<file path="src/rtl/video_timing_gen.sv">
// video_timing_gen
//   Programmable raster timing generator on clk_vid. Emits pixel enable, active
//   video, syncs and field flag. Timing is held in a shadow register set that can
//   be written at any time; a commit request applies the shadow set at the next
//   frame boundary and toggles new_vmode so software re-reads the mode.
// Ports
//   clk_vid     video clock
//   reset       asynchronous, active-high reset
//   cfg_wr      shadow register write strobe
//   cfg_addr    0 HACT,1 HFP,2 HSW,3 HBP,4 VACT,5 VFP,6 VSW,7 VBP,8 INTERLACE(bit0)
//   cfg_data    write data (addresses 9-15 ignored)
//   cfg_commit  request to apply the shadow set at the next frame boundary
//   ce_pix      pixel clock enable, one pulse every CE_DIV clocks
//   de,hs,vs    active video, horizontal sync, vertical sync (active-high)
//   f1          field flag (1 = odd interlaced field)
//   hcnt,vcnt   pixel / line position the other outputs refer to
//   new_vmode   toggles once per applied commit
//   busy        commit pending
module video_timing_gen #(
    parameter int unsigned CE_DIV = 1,
    parameter int unsigned HACT   = 640,
    parameter int unsigned HFP    = 16,
    parameter int unsigned HSW    = 96,
    parameter int unsigned HBP    = 48,
    parameter int unsigned VACT   = 480,
    parameter int unsigned VFP    = 10,
    parameter int unsigned VSW    = 2,
    parameter int unsigned VBP    = 33
) (
    input  logic        clk_vid,
    input  logic        reset,
    input  logic        cfg_wr,
    input  logic [3:0]  cfg_addr,
    input  logic [11:0] cfg_data,
    input  logic        cfg_commit,
    output logic        ce_pix,
    output logic        de,
    output logic        hs,
    output logic        vs,
    output logic        f1,
    output logic [11:0] hcnt,
    output logic [11:0] vcnt,
    output logic        new_vmode,
    output logic        busy
);

    typedef struct packed {
        logic [11:0] hact;
        logic [11:0] hfp;
        logic [11:0] hsw;
        logic [11:0] hbp;
        logic [11:0] vact;
        logic [11:0] vfp;
        logic [11:0] vsw;
        logic [11:0] vbp;
        logic        il;
    } timing_t;

    localparam timing_t DEFAULTS = '{
        hact: 12'(HACT), hfp: 12'(HFP), hsw: 12'(HSW), hbp: 12'(HBP),
        vact: 12'(VACT), vfp: 12'(VFP), vsw: 12'(VSW), vbp: 12'(VBP),
        il: 1'b0
    };
    localparam logic [3:0] DIV_LAST = 4'(CE_DIV - 1);

    typedef enum logic {IDLE, PEND} state_t;

    state_t      state;
    timing_t     shadow;
    timing_t     act;
    logic [3:0]  div;
    logic [3:0]  div_nxt;
    logic [12:0] h;
    logic [12:0] v;
    logic        fld;

    logic [12:0] htot, vtot, htot_eff, vtot_eff, v_last_idx;
    logic [12:0] hs_beg, hs_end, vs_beg, vs_end, half;
    logic        h_last, v_last, boundary, apply;
    logic        de_n, hs_n, vs_n, vs_after, vs_before;

    // Pixel divider; ce_pix is registered so it is 0 while in reset.
    assign div_nxt = (div == DIV_LAST) ? '0 : div + 4'd1;

    always_ff @(posedge clk_vid or posedge reset) begin
        if (reset) begin
            div    <= '0;
            ce_pix <= 1'b0;
        end else begin
            div    <= div_nxt;
            ce_pix <= (div_nxt == DIV_LAST);
        end
    end

    always_comb begin
        htot     = 13'(act.hact) + 13'(act.hfp) + 13'(act.hsw) + 13'(act.hbp);
        vtot     = 13'(act.vact) + 13'(act.vfp) + 13'(act.vsw) + 13'(act.vbp);
        // A zero total would otherwise leave no valid last position.
        htot_eff = (htot == '0) ? 13'd1 : htot;
        vtot_eff = (vtot == '0) ? 13'd1 : vtot;
        // Odd field carries one extra blank line.
        v_last_idx = vtot_eff + 13'(fld) - 13'd1;

        h_last   = (h >= htot_eff - 13'd1);
        v_last   = (v >= v_last_idx);
        boundary = ce_pix && h_last && v_last;
        apply    = boundary && (state == PEND);

        hs_beg = 13'(act.hact) + 13'(act.hfp);
        hs_end = hs_beg + 13'(act.hsw);
        vs_beg = 13'(act.vact) + 13'(act.vfp);
        vs_end = vs_beg + 13'(act.vsw);
        half   = htot_eff >> 1;

        de_n = (h < 13'(act.hact)) && (v < 13'(act.vact));
        hs_n = (h >= hs_beg) && (h < hs_end);

        // Odd field: window spans (vs_beg, half) .. (vs_end, half) in raster order.
        vs_after  = (v > vs_beg) || ((v == vs_beg) && (h >= half));
        vs_before = (v < vs_end) || ((v == vs_end) && (h < half));
        vs_n = (act.vsw != '0) &&
               (fld ? (vs_after && vs_before) : ((v >= vs_beg) && (v < vs_end)));
    end

    always_ff @(posedge clk_vid or posedge reset) begin
        if (reset) begin
            h    <= '0;
            v    <= '0;
            fld  <= 1'b0;
            de   <= 1'b0;
            hs   <= 1'b0;
            vs   <= 1'b0;
            f1   <= 1'b0;
            hcnt <= '0;
            vcnt <= '0;
        end else if (ce_pix) begin
            de   <= de_n;
            hs   <= hs_n;
            vs   <= vs_n;
            f1   <= fld;
            hcnt <= h[11:0];
            vcnt <= v[11:0];
            if (h_last) begin
                h <= '0;
                if (v_last) begin
                    v <= '0;
                    if (apply)
                        fld <= 1'b0;
                    else
                        fld <= act.il ? ~fld : 1'b0;
                end else begin
                    v <= v + 13'd1;
                end
            end else begin
                h <= h + 13'd1;
            end
        end
    end

    // Commit FSM plus shadow/active sets. A write in the apply cycle lands in
    // shadow only, since act samples the pre-write shadow value.
    always_ff @(posedge clk_vid or posedge reset) begin
        if (reset) begin
            state     <= IDLE;
            busy      <= 1'b0;
            new_vmode <= 1'b0;
            shadow    <= DEFAULTS;
            act       <= DEFAULTS;
        end else begin
            if (cfg_wr) begin
                case (cfg_addr)
                    4'd0: shadow.hact <= cfg_data;
                    4'd1: shadow.hfp  <= cfg_data;
                    4'd2: shadow.hsw  <= cfg_data;
                    4'd3: shadow.hbp  <= cfg_data;
                    4'd4: shadow.vact <= cfg_data;
                    4'd5: shadow.vfp  <= cfg_data;
                    4'd6: shadow.vsw  <= cfg_data;
                    4'd7: shadow.vbp  <= cfg_data;
                    4'd8: shadow.il   <= cfg_data[0];
                    default: ;
                endcase
            end
            case (state)
                IDLE: begin
                    if (cfg_commit) begin
                        state <= PEND;
                        busy  <= 1'b1;
                    end
                end
                PEND: begin
                    if (apply) begin
                        state     <= IDLE;
                        busy      <= 1'b0;
                        act       <= shadow;
                        new_vmode <= ~new_vmode;
                    end
                end
                default: begin
                    state <= IDLE;
                    busy  <= 1'b0;
                end
            endcase
        end
    end

endmodule

</file>
<file path="config.mk">
export PLATFORM = sky130hd
export DESIGN_NAME = video_timing_gen
export DESIGN_NICKNAME = d
export VERILOG_FILES = /design/src/rtl/video_timing_gen.sv
export SDC_FILE = /design/constraint.sdc
export NUM_CORES = 1
export LEC_CHECK = 0
export CAP_MARGIN = 10
export CORE_MARGIN = 2
export CORE_UTILIZATION = 30
export CTS_CLUSTER_DIAMETER = 100
export DETAILED_ROUTE_END_ITERATION = 8
export DONT_BUFFER_PORTS = 1
export SLEW_MARGIN = 15
export SYNTH_ARGS = -nofsm -noshare
export SYNTH_HDL_FRONTEND = slang
export SYNTH_SLANG_ARGS = --single-unit
</file>
<file path="constraint.sdc">
create_clock -name clk_vid -period 9.06 [get_ports clk_vid]
set_input_delay 1.359 -clock clk_vid [delete_from_list [all_inputs] [get_ports clk_vid]]
set_output_delay 1.359 -clock clk_vid [all_outputs]
set_load 0.005 [all_outputs]
</file>
==> reports/metrics.yaml, run 1 <==
outcome: "finished, final reports clean"
die_w_um: 236.7
syn-num-nets: 1691
coreArea_mm2: 0.05371
fin_ws_ns: 0.5601
syn_avg_cell_area_um2: 11.02
cts_buffers: 28
worst_hold_path_type: "flop to flop"
routed_wl_um: 39180
use_met1: 0.1900
first_pass_iters: 5
tightest_slew_ns: 0.9608
antenna_found_initial: 0
num_antenna_cells: 0
fillers: 5242
ios: 51
min_period_ns: 8.500
place_congestion: 0.8494
cp.required_ns: 9.49
max_stage_delay_ns: 0.66
drv_slew: 0
syn_to_final_growth_pct: 11.32
synth_mux_area_frac: 0.1555
hold_depth: 1
p_total_mw: 3.380
dieArea_mm2: 0.05604
critical_path_arrival_ns: 8.93
initial_utilization: 0.3026
critPathLaunchType: "flop"
max_freq_mhz: 117.6
clk_path_buf_depth: 3
ant_nets: 0
dp_cells: 2149
reg2reg_depth: 33
clk_latency_ns: 0.57
fin_cells: 2201
wl_per_cell_um: 17.80
rr_endpoint: "act[73]"
r2r-start: "act[37]"
setup_viol: 0
cts_resized: 0
dp_slack_ns: 0.4221
crit_fanout: 99
leakagePower_nw: 8.714
ys_types: 75
cts_setup_buffers: 0
nNetsFinal: 1700
vias: 11058
cp_slowest_cell: "a2111oi_0"
max-vdd-ir-drop_v: 0.0001357
ys_ff_latch: 257
synth_edf_count: 0
use_met3: 0.02821
drcViolationCount: 0
worstSetupPathType: "flop to flop"
critical_path.most_common_cell: "ha_1"
die_y_um: 236.7
dp_hpwl_um: 29070
yosys_warnings: 0
grt_use_met2: 0.2309
drive_gt1_frac: 0.1555
grt_max_degree: 117
synth_top_family_by_area: "multiplexers"
htree_levels: 1
clk_pin_slew_ns: 0.06
synth_compound_area_frac: 0.1182
hold_viol_final: 0
synthCells: 1474
multi_input_area_mm2: 0.009214
rows: 85
ys_seq_area_frac: 0.3982
root_buffer: "clkbuf_16"
cts.sinks: 257
netlist_area_mm2: 0.01625
cts_hold_buf: 0
r2r_slack_ns: 0.56
grt_pass1_vias: 11314
synthFlopType: "dfrtp_1"
finClkSkew_ns: 0.02788
min_from: "shadow[64]"
regArea_mm2: 0.006472
synthArstFlopShare: 1.000
grt.total_usage: 0.1405
cts_tree: "built"
worst_hold_path.endpoint: "act[64]"
synth-simple-area-share: 0.08709
io_buffers: 0
viasPerCell: 5.024
cp-end-kind: "flop"
grt_pass1_wl_um: 62590
grt-ovfl-total: 0
power_density_mw_per_mm2: 186.9
drv_cap: 0
slew_headroom: 0.3595
busiest_layer: "met2"
dr.first_iter.drc_count: 502
fin_crit_sh: 0.9382
synth-xor-area-share: 0.04997
synth_fa_ha_area_frac: 0.1545
[area by class of cell]
class	instances	share of cell area
tap	696	0.04814
clock inverter	12	0.008231
clock buffer	40	0.04517
inverter	124	0.02615
timing repair buffer	10	0.005119
sequential	257	0.3578
multi-input combinational	1062	0.5094
[state kept, by name, summed over array words and instances, names as in the netlist]
| register | flops |
|---|---|
| act | 97 |
| busy | 1 |
| ce_pix | 1 |
| de | 1 |
| div | 4 |
| f1 | 1 |
| fld | 1 |
| h | 13 |
| hcnt | 12 |
| hs | 1 |
| new_vmode | 1 |
| shadow | 97 |
| state | 1 |
| v | 13 |
| vcnt | 12 |
| vs | 1 |
[worst max-delay path: cells and delay by family, from the launching register on]
kind | cells | cell delay [ns]
muxes | 1 | 0.39
xor gates and xnor gates | 4 | 0.90
DFF | 1 | 0.40
AOI/OAI and AO/OA | 9 | 2.53
buffers and inverters | 2 | 0.57
and+or+nand+nor | 10 | 1.42
adders and majority gates | 7 | 2.03
[synth_stat cells (all sizes together) (23+ instances only)]
cell    count  area share
xnor2      48       0.026
nand3      32      0.0099
xor2       43       0.024
a21oi      60       0.019
nor2       62       0.014
o21ai      36       0.011
o21a       23       0.011
dfrtp     225        0.35
dfstp      32       0.052
nand2      43      0.0099
ha        191        0.15
inv       124       0.029
mux2      219        0.15
a21o       54       0.025
nand2b     25      0.0096
[worst max-delay path by stage]
stage,startpoint,end,cells past startpoint
floorplan,reset,act[0],1
global placement,act[74],act[91],32
detailed placement,act[74],act[49],32
CTS,act[74],act[73],32
global route,act[25],act[73],33
finish,act[37],act[73],33
[per-stage QoR]
step                      area, um2  utilization  hold slack, ns  setup TNS [ns]
final                         18090       0.3368          0.4824               0
after global routing          18090       0.3368          0.5045       -0.003459
after CTS                     18070       0.3365          0.4853               0
after detailed placement      17110       0.3185          0.4712               0
after global placement        17110       0.3185          0.4598               0
after floorplan               16250            -          0.4470               0
[per-layer routing]
layer	wire length, um	part of all wire
met2	17670	0.45
met5	0	0
met3	2034	0.052
met4	658	0.017
met1	18820	0.48
[report_power, final]
part	switching, mW	leakage, nW	internal, mW
registers	0.143	3.28	1.31
clock network	0.481	0.476	0.714
logic	0.362	4.96	0.367
total	0.987	8.71	2.39
[cells by family (layout without fill, tap and decap cells)]
group,Yosys count,count (layout)
buffers and inverters,155,186
and+or+nand+nor,270,270
muxes,225,225
xor gates and xnor gates,91,91
DFF,257,257
adders and majority gates,197,197
AOI/OAI and AO/OA,279,279
[layout by cell type (no fill, tap or decap), types with 5 or more instances in the layout]
cell type,instances
clkbuf_8,5
ha_1,191
o21ai_0,34
dfrtp_1,224
clkbuf_16,30
fa_1,6
nand4_1,15
or2_2,6
xnor2_1,48
mux2_2,122
nor2b_1,20
nand3b_1,6
a211oi_1,8
or3_1,7
mux2_1,97
nand2_1,43
xor2_1,41
nor4_1,9
clkbuf_1,6
a21oi_1,59
and2_1,7
buf_4,9
o21a_1,23
a21o_1,54
dfstp_2,32
nand2b_1,25
o211ai_1,7
nor3_1,15
o21bai_1,5
a31oi_1,18
mux2i_1,6
and3_1,9
nand3_1,32
o22ai_1,16
inv_1,123
clkinv_2,5
nor2_1,62
Note: power is estimated with default switching activity, not from simulation.
==> inputs of run 2 (changes only) <==
TNS_END_PERCENT = 100   (was not set)
==> results of run 2 <==
Same layout as run 1: the final DEF is identical, and so are final timing and power.
==> inputs of run 3 (changes only) <==
ABC_CLOCK_PERIOD_IN_PS = 10800   (was not set)
clock period = 10.8 ns   (was 9.06 ns; I/O delays follow)
==> run 3 against run 2 <==
Global-route usage up 0.061 points. Core utilization up 0.074 points. Maximum frequency down 1.4%. Highest routed layer unchanged. Hold slack worse by 0.0027 ns. Critical path depth up 1. Flip-flop and latch count unchanged.
==> reports/metrics.yaml, run 3 (synthesized netlist as in run 1, its figures left out) <==
holdWs_ns: 0.4797  # -0.002731 ns
worst_hold_path.endpoint: "busy"
final_cell_mix: "dfrtp_1, ha_1, inv_1, mux2_2, mux2_1"
syn_to_final_growth_pct: 11.57
worstSetupPathType: "flop to flop"
slew_headroom: 0.3405  # -0.01901
min_from: "state"
worst_hold_path_type: "flop to flop"
ant_nets: 0  # unchanged
clk_pin_slew_ns: 0.06  # about the same
dp_hpwl_um: 28720  # -1.2%
cts_hold_buf: 0  # unchanged
coreArea_mm2: 0.05371  # unchanged
cts.sinks: 257  # unchanged
drcViolationCount: 0  # unchanged
min_period_ns: 8.618  # +0.1179 ns
cp_slowest_cell: "a21oi_2"
antenna_found_initial: 0  # unchanged
rsz0062_at_grt: "false"
fin_ws_ns: 2.182  # +1.622 ns
crit_fanout: 99  # unchanged
grt_pass1_vias: 11593  # +2.5%
root_buffer: "clkbuf_16"
largestRegisters: "act: 97 flops, shadow: 97 flops"
routed_wl_um: 38830  # -0.89%
outcome: "finished, final reports clean"
critical_path_arrival_ns: 9.06  # +0.13 ns
fin_crit_sh: 0.7979  # -0.1402
r2r-start: "act[74]"
nNetsFinal: 1700  # unchanged
setup_viol: 0  # unchanged
wl_per_cell_um: 17.64  # -0.89%
grt_pass1_wl_um: 63270  # +1.1%
reg2reg_depth: 34  # +3.0%
clk_latency_ns: 0.57  # about the same
final_common_cell: "dfrtp_1"
hold_viol_final: 0  # unchanged
hold_depth: 1  # unchanged
place_congestion: 0.8712  # +2.6%
ios: 51  # unchanged
vias: 11139  # +0.73%
r2r_slack_ns: 2.18  # +1.62 ns
max_stage_delay_ns: 0.57  # -0.09 ns
tightest_slew_ns: 0.9850  # +0.02419 ns
cp.required_ns: 11.24  # +1.75 ns
dr.first_iter.drc_count: 587  # +17%
power_density_mw_per_mm2: 159.5  # -15%
grt.total_usage: 0.1411  # +0.0006070
leakagePower_nw: 8.718  # about the same
cts_setup_buffers: 0  # unchanged
die_y_um: 236.7  # unchanged
finClkSkew_ns: 0.01291  # -0.01498 ns
viasPerCell: 5.061  # +0.73%
drv_cap: 0  # unchanged
dieArea_mm2: 0.05604  # unchanged
grt-ovfl-total: 0  # unchanged
htree_levels: 1  # unchanged
critical_path.most_common_cell: "ha_1"
drv_slew: 0  # unchanged
max-vdd-ir-drop_v: 0.0001180  # -13%
initial_utilization: 0.3026  # unchanged
clk_path_buf_depth: 3  # unchanged
die_w_um: 236.7  # unchanged
drive_gt1_frac: 0.1535  # -0.001993
dp_slack_ns: 2.267  # +1.845 ns
critPathLaunchType: "flop"
num_antenna_cells: 0  # unchanged
cts_buffers: 29  # +3.6%
cts_resized: 0  # unchanged
rr_endpoint: "act[49]"
cp-end-kind: "flop"
grt_max_degree: 121  # +3.4%
first_pass_iters: 5  # unchanged
rows: 85  # unchanged
tns_ns: 0  # unchanged
cts_tree: "built"
max_freq_mhz: 116.0  # -1.4%
io_buffers: 0  # unchanged
## run 3: cell count changes in the layout (fill, tap and decap cells not counted), sizes merged
cell and delta:
bufinv +3, inv -3, clkinv -1, clkinvlp +1
## run 3: area by class of cell
| class | instances | area, um2 |
|---|---|---|
| clock buffer | 41 | 800.8 |
| fill | 5303 | 35580 |
| tap | 696 | 870.8 |
| multi-input combinational | 1062 | 9205 |
| timing repair buffer | 9 | 80.08 |
| clock inverter | 12 | 226.5 |
| sequential | 257 | 6472 |
| inverter | 124 | 473.0 |
## run 3: layer usage
layer,share of wire,vias up,global-route usage
li1,-,5343,-
met1,0.48,5525,0.1934
met2,0.44,211,0.2240
met3,0.059,60,0.02996
met4,0.026,0,0.04066
met5,0,-,0
## run 3: power by group
part	leakage [nW]	switching (mW)	internal [mW]
sequential	3.28	0.121	1.10
combinational	4.95	0.302	0.306
clock	0.491	0.403	0.659
total	8.72	0.826	2.07
## run 3: critical path, delay by kind of cell, from the launching register on
family	cells	cell delay, ns
flip-flops	1	0.40
multiplexers	1	0.46
XOR/XNOR	4	0.66
AND/OR/NAND/NOR	9	1.42
AO/OA/AOI/OAI	14	3.58
buffers and inverters	1	0.23
adder cells (fa/ha/maj)	5	1.51
## run 3: per-stage QoR
stage,std cells,util,total power [mW],area (um2)
finish,2201,0.3375,2.891,18130
global placement,2148,0.3183,1.819,17100
global route,2201,0.3375,3.071,18130
detailed placement,2148,0.3184,1.850,17100
floorplan,1474,-,1.677,16250
CTS,2201,0.3375,2.929,18130
## run 3: worst max-delay path by stage
stage | startpoint | to | cells past startpoint
after global placement | act[74] | act[79] | 34
after detailed placement | act[25] | act[79] | 35
final | act[74] | act[49] | 34
after global routing | act[25] | act[49] | 35
after floorplan | reset | act[0] | 1
after CTS | act[25] | act[83] | 35
